$ cat src/rtl/interleaver_ctrl.sv
// Interleaver memory sequencer: row-order fill and column-order drain, 8 bits per cycle.
// Build option CFG_CHECK_EN: reject illegal rows/cols at start and pulse cfg_err.
module interleaver_ctrl #(
  parameter int ADDR_W = 13
) (
  input  logic                  clk,
  input  logic                  rst,
  input  logic                  start,
  input  logic [ADDR_W-1:0]     cfg_rows,
  input  logic [ADDR_W-1:0]     cfg_cols,
  output logic                  busy,
  output logic                  done,
  output logic                  cfg_err,
  input  logic                  in_valid,
  output logic                  in_ready,
  input  logic [7:0]            in_data,
  output logic                  mem_write_en,
  output logic [ADDR_W-1:0]     mem_write_addr,
  output logic [7:0]            mem_data_in,
  output logic [8*ADDR_W-1:0]   mem_read_addr,
  input  logic [7:0]            mem_data_out,
  output logic                  out_valid,
  input  logic                  out_ready,
  output logic [7:0]            out_data,
  output logic                  out_last
);

  localparam logic [1:0] S_IDLE  = 2'd0;
  localparam logic [1:0] S_FILL  = 2'd1;
  localparam logic [1:0] S_DRAIN = 2'd2;

  localparam logic [ADDR_W-1:0] ZERO  = ADDR_W'(0);
  localparam logic [ADDR_W-1:0] ONE   = ADDR_W'(1);
  localparam logic [ADDR_W-1:0] EIGHT = ADDR_W'(8);

  logic [1:0]        state_q, state_d;
  logic              busy_q, busy_d;
  logic              done_q, done_d;
  logic              cfg_err_q, cfg_err_d;
  logic              in_ready_q, in_ready_d;
  logic              out_valid_q, out_valid_d;
  logic              out_last_q, out_last_d;
  logic [7:0]        out_data_q, out_data_d;
  logic [ADDR_W-1:0] rows_q, rows_d;
  logic [ADDR_W-1:0] cols_q, cols_d;
  logic [ADDR_W-1:0] k_q, k_d;
  logic [ADDR_W-1:0] wptr_q, wptr_d;
  logic [ADDR_W-1:0] r_q, r_d;
  logic [ADDR_W-1:0] c_q, c_d;
  logic [ADDR_W-1:0] base_q, base_d;
  logic [ADDR_W-1:0] off_q [8];
  logic [ADDR_W-1:0] off_d [8];

  logic              cfg_bad_s;
  logic [ADDR_W-1:0] rows_eff_s;
  logic [ADDR_W-1:0] k_s;
  logic              wr_s;
  logic              adv_s;
  logic              last_s;

  // Low row bits are dropped so every counter compare stays reachable even for illegal cfg.
  assign rows_eff_s = {cfg_rows[ADDR_W-1:3], 3'b000};
  assign k_s        = rows_eff_s * cfg_cols;

`ifdef CFG_CHECK_EN
  logic [2*ADDR_W-1:0] k_full_s;
  assign k_full_s  = {{ADDR_W{1'b0}}, cfg_rows} * {{ADDR_W{1'b0}}, cfg_cols};
  assign cfg_bad_s = (cfg_rows == ZERO) || (cfg_rows[2:0] != 3'b000) || (cfg_cols == ZERO) ||
                     (k_full_s > ((2*ADDR_W)'(1) << ADDR_W));
`else
  assign cfg_bad_s = 1'b0;
`endif

  assign wr_s   = in_valid & in_ready_q;
  assign adv_s  = (~out_valid_q | out_ready) & ~out_last_q;
  assign last_s = (c_q == cols_q - ONE) && (r_q == rows_q - EIGHT);

  assign busy           = busy_q;
  assign done           = done_q;
  assign cfg_err        = cfg_err_q;
  assign in_ready       = in_ready_q;
  assign out_valid      = out_valid_q;
  assign out_data       = out_data_q;
  assign out_last       = out_last_q;
  assign mem_write_en   = wr_s;
  assign mem_write_addr = wptr_q;
  assign mem_data_in    = in_data;

  for (genvar g = 0; g < 8; g++) begin : g_lane
    assign mem_read_addr[g*ADDR_W +: ADDR_W] = base_q + off_q[g];
  end

  always_comb begin
    state_d     = state_q;
    busy_d      = busy_q;
    done_d      = 1'b0;
    cfg_err_d   = 1'b0;
    in_ready_d  = in_ready_q;
    out_valid_d = out_valid_q;
    out_last_d  = out_last_q;
    out_data_d  = out_data_q;
    rows_d      = rows_q;
    cols_d      = cols_q;
    k_d         = k_q;
    wptr_d      = wptr_q;
    r_d         = r_q;
    c_d         = c_q;
    base_d      = base_q;
    for (int i = 0; i < 8; i++) off_d[i] = off_q[i];

    case (state_q)
      S_IDLE: begin
        if (start) begin
          if (cfg_bad_s) begin
            cfg_err_d = 1'b1;
          end else begin
            state_d    = S_FILL;
            busy_d     = 1'b1;
            in_ready_d = 1'b1;
            rows_d     = rows_eff_s;
            cols_d     = cfg_cols;
            k_d        = k_s;
            wptr_d     = ZERO;
            r_d        = ZERO;
            c_d        = ZERO;
            base_d     = ZERO;
            for (int i = 0; i < 8; i++) off_d[i] = cfg_cols * ADDR_W'(i);
          end
        end else begin
          state_d = S_IDLE;
        end
      end
      S_FILL: begin
        if (wr_s) begin
          wptr_d = wptr_q + EIGHT;
          if (wptr_q == k_q - EIGHT) begin
            state_d    = S_DRAIN;
            in_ready_d = 1'b0;
          end else begin
            state_d = S_FILL;
          end
        end else begin
          state_d = S_FILL;
        end
      end
      S_DRAIN: begin
        if (out_valid_q && out_ready && out_last_q) begin
          out_valid_d = 1'b0;
          out_last_d  = 1'b0;
          done_d      = 1'b1;
          busy_d      = 1'b0;
          state_d     = S_IDLE;
        end else if (adv_s) begin
          out_data_d  = mem_data_out;
          out_valid_d = 1'b1;
          out_last_d  = last_s;
          // Column wrap restarts base at the next column; otherwise step down 8 rows.
          if (r_q == rows_q - EIGHT) begin
            r_d    = ZERO;
            c_d    = c_q + ONE;
            base_d = c_q + ONE;
          end else begin
            r_d    = r_q + EIGHT;
            base_d = base_q + (cols_q << 3);
          end
        end else begin
          state_d = S_DRAIN;
        end
      end
      default: begin
        state_d     = S_IDLE;
        busy_d      = 1'b0;
        in_ready_d  = 1'b0;
        out_valid_d = 1'b0;
        out_last_d  = 1'b0;
      end
    endcase
  end

  always_ff @(posedge clk) begin
    if (rst) begin
      state_q     <= S_IDLE;
      busy_q      <= 1'b0;
      done_q      <= 1'b0;
      cfg_err_q   <= 1'b0;
      in_ready_q  <= 1'b0;
      out_valid_q <= 1'b0;
      out_last_q  <= 1'b0;
      out_data_q  <= 8'h00;
      rows_q      <= ZERO;
      cols_q      <= ZERO;
      k_q         <= ZERO;
      wptr_q      <= ZERO;
      r_q         <= ZERO;
      c_q         <= ZERO;
      base_q      <= ZERO;
      for (int i = 0; i < 8; i++) off_q[i] <= ZERO;
    end else begin
      state_q     <= state_d;
      busy_q      <= busy_d;
      done_q      <= done_d;
      cfg_err_q   <= cfg_err_d;
      in_ready_q  <= in_ready_d;
      out_valid_q <= out_valid_d;
      out_last_q  <= out_last_d;
      out_data_q  <= out_data_d;
      rows_q      <= rows_d;
      cols_q      <= cols_d;
      k_q         <= k_d;
      wptr_q      <= wptr_d;
      r_q         <= r_d;
      c_q         <= c_d;
      base_q      <= base_d;
      for (int i = 0; i < 8; i++) off_q[i] <= off_d[i];
    end
  end

endmodule

$ cat config.mk
export PLATFORM = sky130hd
export DESIGN_NAME = interleaver_ctrl
export DESIGN_NICKNAME = d
export VERILOG_FILES = /design/src/rtl/interleaver_ctrl.sv
export SDC_FILE = /design/constraint.sdc
export NUM_CORES = 1
export LEC_CHECK = 0
export BUFFER_PORTS_ARGS = -buffer_cell sky130_fd_sc_hd__buf_2
export CAP_MARGIN = 15
export CORE_MARGIN = 4
export CORE_UTILIZATION = 40
export DETAILED_ROUTE_END_ITERATION = 12
export PLACE_DENSITY_LB_ADDON = 0.2
export SYNTH_ARGS = -nofsm -noshare
export SYNTH_HDL_FRONTEND = slang
export SYNTH_SLANG_ARGS = --single-unit
$ cat constraint.sdc
create_clock -name clk -period 8.2 [get_ports clk]
set_clock_uncertainty 0.15 [all_clocks]
set_input_delay 0 -clock clk [delete_from_list [all_inputs] [get_ports clk]]
set_output_delay 0 -clock clk [all_outputs]
set_load 0.005 [all_outputs]
; After elaboration in Yosys (flattened, before gate mapping)
; Memories as Yosys holds them, arrays and structs flattened.
; Index checks and enable logic that the tools add are counted.
; W data, S select, Z words.
[word_totals]
memories = 1
regBits = 100
inputBits = 47
output_inout_bits = 140
mem_bits_rw = 104
word_cells = 129
[classes]
multipliers = 5
addsub = 15
n_bitwise = 17
eq_ne = 14
reduce_logical = 16
mux = 47
[mem_list]
columns = name, words, width, read_ports, rd_clocked_by_memory_dff, write_ports, line
row1 = off_q, 8, 13, 8, 0, 8, 51  ; logic [ADDR_W-1:0] off_q [8];
[op_table]
columns = operator, n
row1 = $mux W13, 19
row2 = $mux W104, 2
row3 = $add A13 B13 Y13, 9
row4 = $pmux W13 S2, 4
row5 = $eq A13 B13 Y1, 3
row6 = $add A13 B4 Y13 const B, 2
row7 = $mul A13 B3 Y13 const B, 2
row8 = $sub A13 B4 Y13 const B, 2
row9 = $ne A2 B2 Y1 const B, 7
row10 = $add A13 B1 Y13 const B, 1
row11 = $mul A10 B13 Y10, 1
row12 = $mul A13 B2 Y12 const B, 1
row13 = $mul A13 B2 Y13 const B, 1
row14 = $mux W1, 13
row15 = $sub A13 B1 Y13 const B, 1
row16 = $or A1 B1 Y1, 9
row17 = $reduce_and A3 Y1, 3
row18 = $mux W2, 4
row19 = $reduce_and A4 Y1, 2
row20 = $ne A3 B3 Y1 const B, 2
row21 = $not A1 Y1, 6
row22 = $pmux W1 S3, 2
row23 = $pmux W2 S3, 1
row24 = $reduce_and A5 Y1, 1
row25 = 9 further kinds, 16

; Logic depth before layout (Yosys ltp)
[logic_depth]
ltp_word = 6
depth_mapped = 18
depth_no_buf = 17

; Least setup slack after synthesis
; OpenSTA, ideal clock, no wires.
[synth_timing]
path_type = in2reg
startpoint = in cfg_rows[6]
endpoint = reg k_q[12]
required_time_ns = 7.964
cell_stages = 18
path_slack_ns = 3.949
t_arrival_ns = 4.015
path_buffers = 1
setup_time_ns = 0.086
path_cell_list = clkbuf_1 -> nand2_1 -> fa_1 -> inv_1 -> fa_1 -> ha_1 -> fa_1 -> inv_1 -> fa_1 -> inv_1 -> ha_1 -> nand3_1 -> o211ai_1 -> o21ai_0 -> nand2b_1 -> a21oi_1 -> xnor2_1 -> a211oi_1
[synth_via]
elab_chain_cells = 1
[synth_rtl]
columns = element, line
row1 = from (decl), 9  ; input logic [ADDR_W-1:0] cfg_rows,
row2 = $mul A10 B13 Y10, 63  ; assign k_s = rows_eff_s * cfg_cols;
row3 = to (signal assigned), 209  ; k_q <= k_d;
row4 = to (decl), 46  ; logic [ADDR_W-1:0] k_q, k_d;
; Every way passes these cells.
; A chain may end at the register's enable or synchronous reset.

; Final worst setup path
[layout_timing]
startpoint = in cfg_cols[3]
endpoint = reg k_q[12]
[layout_via]
elab_chain_cells = 1
[layout_rtl]
columns = element, line
row1 = from (decl), 10  ; input logic [ADDR_W-1:0] cfg_cols,
row2 = $mul A10 B13 Y10, 63
; Every way passes these cells.

==> reports/qor.yml <==
outcome: "finished, final reports clean"
rsz0062_at_grt: "no"
crit_type: "in -> reg"
critical-path-top-delay-family: "adder cells"
multi_input_comb_area_mm2: 0.00951
setup_viol: 0
drt_iter0_markers: 606
regArea_mm2: 0.00256
power.density_mw_per_mm2: 149
die-area_mm2: 0.0347
worst-path-buf-inv: 5
async_flop_share: 0
drv_slew: 0
initial_utilization: 0.405
yosysUniqueCellTypes: 73
postCtsSetupRepairBufs: 0
hold_path_class: "in -> reg"
ctsHtreeMaxLevel: 4
power.static_leakage_nw: 6.72
hold_viol_final: 0
post_cts_resize_count: 0
cts_tree: "built"
synth_ff_type: "dfxtp_1"
worst_ep_required_time_ps: 8390
dr_total_vias: 12100
syn_area_per_cell_um2: 7.88
cap_violations: 0
cts_buffers: 17
synth_edf_count: 0
holdBufCountCts: 44
clock_sinks: 128
tightest_slew_ps: 978
antenna_found_initial: 4
yosys.area.top_type_share: 0.201
cts.path.max_buffers: 2
end_kind: "flop"
die_h_um: 186
fin_crit_sh: 0.583
slowest_delay_ps: 540
grt_pass1_vias: 11300
via_per_inst: 5.50
critPathMostFrequentCell: "fa_1"
path_cells: "dlygate4sd3_1 > buf_2 > nand2_1 > fa_1 > inv_1 > fa_1 > ha_1 > fa_1 > inv_1 > fa_1 > inv_1 > ha_1 > nand3_1 > o211ai_1 > o21ai_0 > nand2b_1 > a21oi_1 > xnor2_1 > a211oi_1"
portBuffers: 163
fp-row-count: 65
dr.pass1.iters: 6
syn_area_mm2: 0.0127
critPathMaxFanout: 15
final_layout_size_suffix_gt1_frac: 0.123
instances_no_fill: 2192
yosys-top-cells-area: "dfxtp_1 (20%), ha_1 (15%), xnor2_1 (9.6%)"
gr-total-overflow: 0
finalSetupTns_ps: 0
ios: 187
die_w_um: 186
fin_nets: 2015
min_period_ps: 4780
wl_per_cell_um: 17.2
startpoint_type: "primary input"
seq_area_frac_synth: 0.201
syn_to_final_growth_pct: 16.0
postRouteAntennaNets: 0
netlist_instances: 1615
routabilityCongestion: 0.868
ys_ff_latch: 128
clk_pin_slew_worst_paths_ps: 60
ir_drop_uv: 124
grt_pass1_wl_um: 59800
grt_max_degree: 72
slew_headroom: 0.344
core-area_mm2: 0.0315
crit_slowest_cell: "fa_1"
wirelength_um: 37600
dp_hpwl_um: 27500
track_usage: 0.209
post-route-drc-count: 0
max_freq_mhz: 209
worstPathArrival_ps: 4970
post-place-cells: 2113
yosys_warnings: 0
yosysTopAreaCell: "dfxtp_1"
final.fill_count: 3125
insertion_delay_ps: 430
cts-root-buf: "clkbuf_16"
-- routing by layer --
metal / vias to the layer above / track usage / part of all wire / wire (um)
li1: 5957 / - / - / -
met1: 5680 / 0.293 / 0.48 / 18000
met2: 364 / 0.340 / 0.45 / 16700
met3: 57 / 0.0325 / 0.057 / 2150
met4: 0 / 0.0509 / 0.017 / 654
met5: - / 0 / 0 / 0
-- cell usage after synthesis (all sizes together), types with 4 or more instances --
master   instances
nor2b           23
nand4            9
inv             81
o21a            16
or3              9
nand2          223
nor2           119
and3            23
o211ai          11
o21ai           52
dfxtp          128
or2              6
xor2            50
or4              9
clkbuf          45
o31a             5
ha             153
fa              41
a211oi          13
nor4b            5
buf             33
nor4            14
o311ai           5
nand2b          12
xnor2          139
o31ai            6
o22ai            7
mux2i            9
a22o             4
a311o            4
nor3b            6
a31oi           10
o21bai          10
a2111oi          8
nand3           48
nor3            43
a21oi          149
nand3b           5
a21o            13
and2            27
-- cells in the final DEF, fill, tap and decap left out, types with 6 or more instances in the layout --
cell | netlist | final
clkbuf_16 | 0 | 17
nor2b_1 | 23 | 23
mux2i_1 | 9 | 9
o21ai_0 | 52 | 52
dlygate4sd3_1 | 0 | 44
nand3_1 | 48 | 48
xnor2_1 | 139 | 139
dfxtp_1 | 128 | 128
nor3b_1 | 6 | 6
nand2b_1 | 12 | 12
and2_1 | 27 | 26
o21bai_1 | 10 | 10
a2111oi_0 | 7 | 7
nand2_1 | 222 | 221
nor4_1 | 13 | 13
fa_1 | 41 | 41
a21o_1 | 13 | 13
nor3_1 | 43 | 42
inv_1 | 81 | 81
o211ai_1 | 11 | 11
a211oi_1 | 13 | 13
nand4_1 | 9 | 9
a31oi_1 | 10 | 10
a21oi_1 | 149 | 149
or3_1 | 9 | 9
or4_1 | 9 | 9
buf_2 | 3 | 163
ha_1 | 153 | 153
o21a_1 | 16 | 16
buf_4 | 23 | 8
nor2_1 | 119 | 119
xor2_1 | 50 | 50
and3_1 | 23 | 23
o22ai_1 | 7 | 7
-- worst paths after layout --
path	depth (start not counted)	to	slack [ps]	startpoint
worst min register to register	2	off_q[1][50]$_SDFFE_PP0P_	310	off_q[1][50]$_SDFFE_PP0P_
worst max-delay path	19	k_q[12]$_SDFFE_PP0P_	3420	cfg_cols[3]
worst min-delay path	3	in_ready$_SDFFE_PP0P_	190	in_valid
worst max register to register	9	out_last$_SDFFE_PP0P_	5120	cols_q[1]$_SDFFE_PP0P_
-- worst register-to-register path, cell delays in order, from the launching register on --
cell and delay, ps:
dfxtp_1 520, inv_1 400, ha_1 300, nor3b_1 580, nand2_1 220, mux2_2 270
mux2i_1 60, o22ai_1 150, o21ai_0 150, o31ai_1 220
-- through the flow --
| stage | util | hold slack (ps) | instance area [um2] | setup slack (ps) | total power, mW |
|---|---|---|---|---|---|
| after floorplan | - | -69.2 | 12700 | 3950 | 1.27 |
| after global placement | 0.437 | -150 | 13800 | 3550 | 1.45 |
| after detailed placement | 0.437 | -150 | 13800 | 3540 | 1.46 |
| after CTS | 0.469 | 163 | 14800 | 3420 | 2.23 |
| after global routing | 0.469 | 212 | 14800 | 3100 | 2.35 |
| final | 0.469 | 188 | 14800 | 3420 | 2.21 |
-- state kept, by name (all words and copies together), names as in the netlist, 2 cells and up --
name / cells
off_q: 35
state_q: 2
mem_write_addr: 10
base_q: 13
cols_q: 12
rows_q: 10
k_q: 10
r_q: 10
c_q: 13
out_data: 8
-- area by class of cell --
cell class,count,share of cell area
clock buffer,19,0.0300
sequential,128,0.173
clock inverter,13,0.00864
inverter,82,0.0208
antenna,3,0.000508
timing repair buffer,215,0.0891
tap,402,0.0340
multi-input combinational,1330,0.643
-- kinds of logic (layout without fill, tap and decap cells) --
logic type	Yosys count	in the layout	share of synthesized area
and+or+nand+nor	586	586	0.217
AOI/OAI and AO/OA	347	347	0.174
adders and majority gates	194	194	0.215
xor gates and xnor gates	189	189	0.130
buffers and inverters	160	329	0.0548
DFF	128	128	0.201
muxes	10	10	0.00796
other	1	7	0.000295
-- where the power goes --
| part | total (mW) | leakage (nW) | switching (mW) | internal (mW) |
|---|---|---|---|---|
| Combinational | 0.756 | 5.40 | 0.408 | 0.348 |
| Clock | 0.743 | 0.277 | 0.312 | 0.431 |
| Sequential | 0.708 | 1.04 | 0.0490 | 0.659 |
| Total | 2.21 | 6.72 | 0.769 | 1.44 |
No activity file was read; power rests on OpenSTA's default activity.
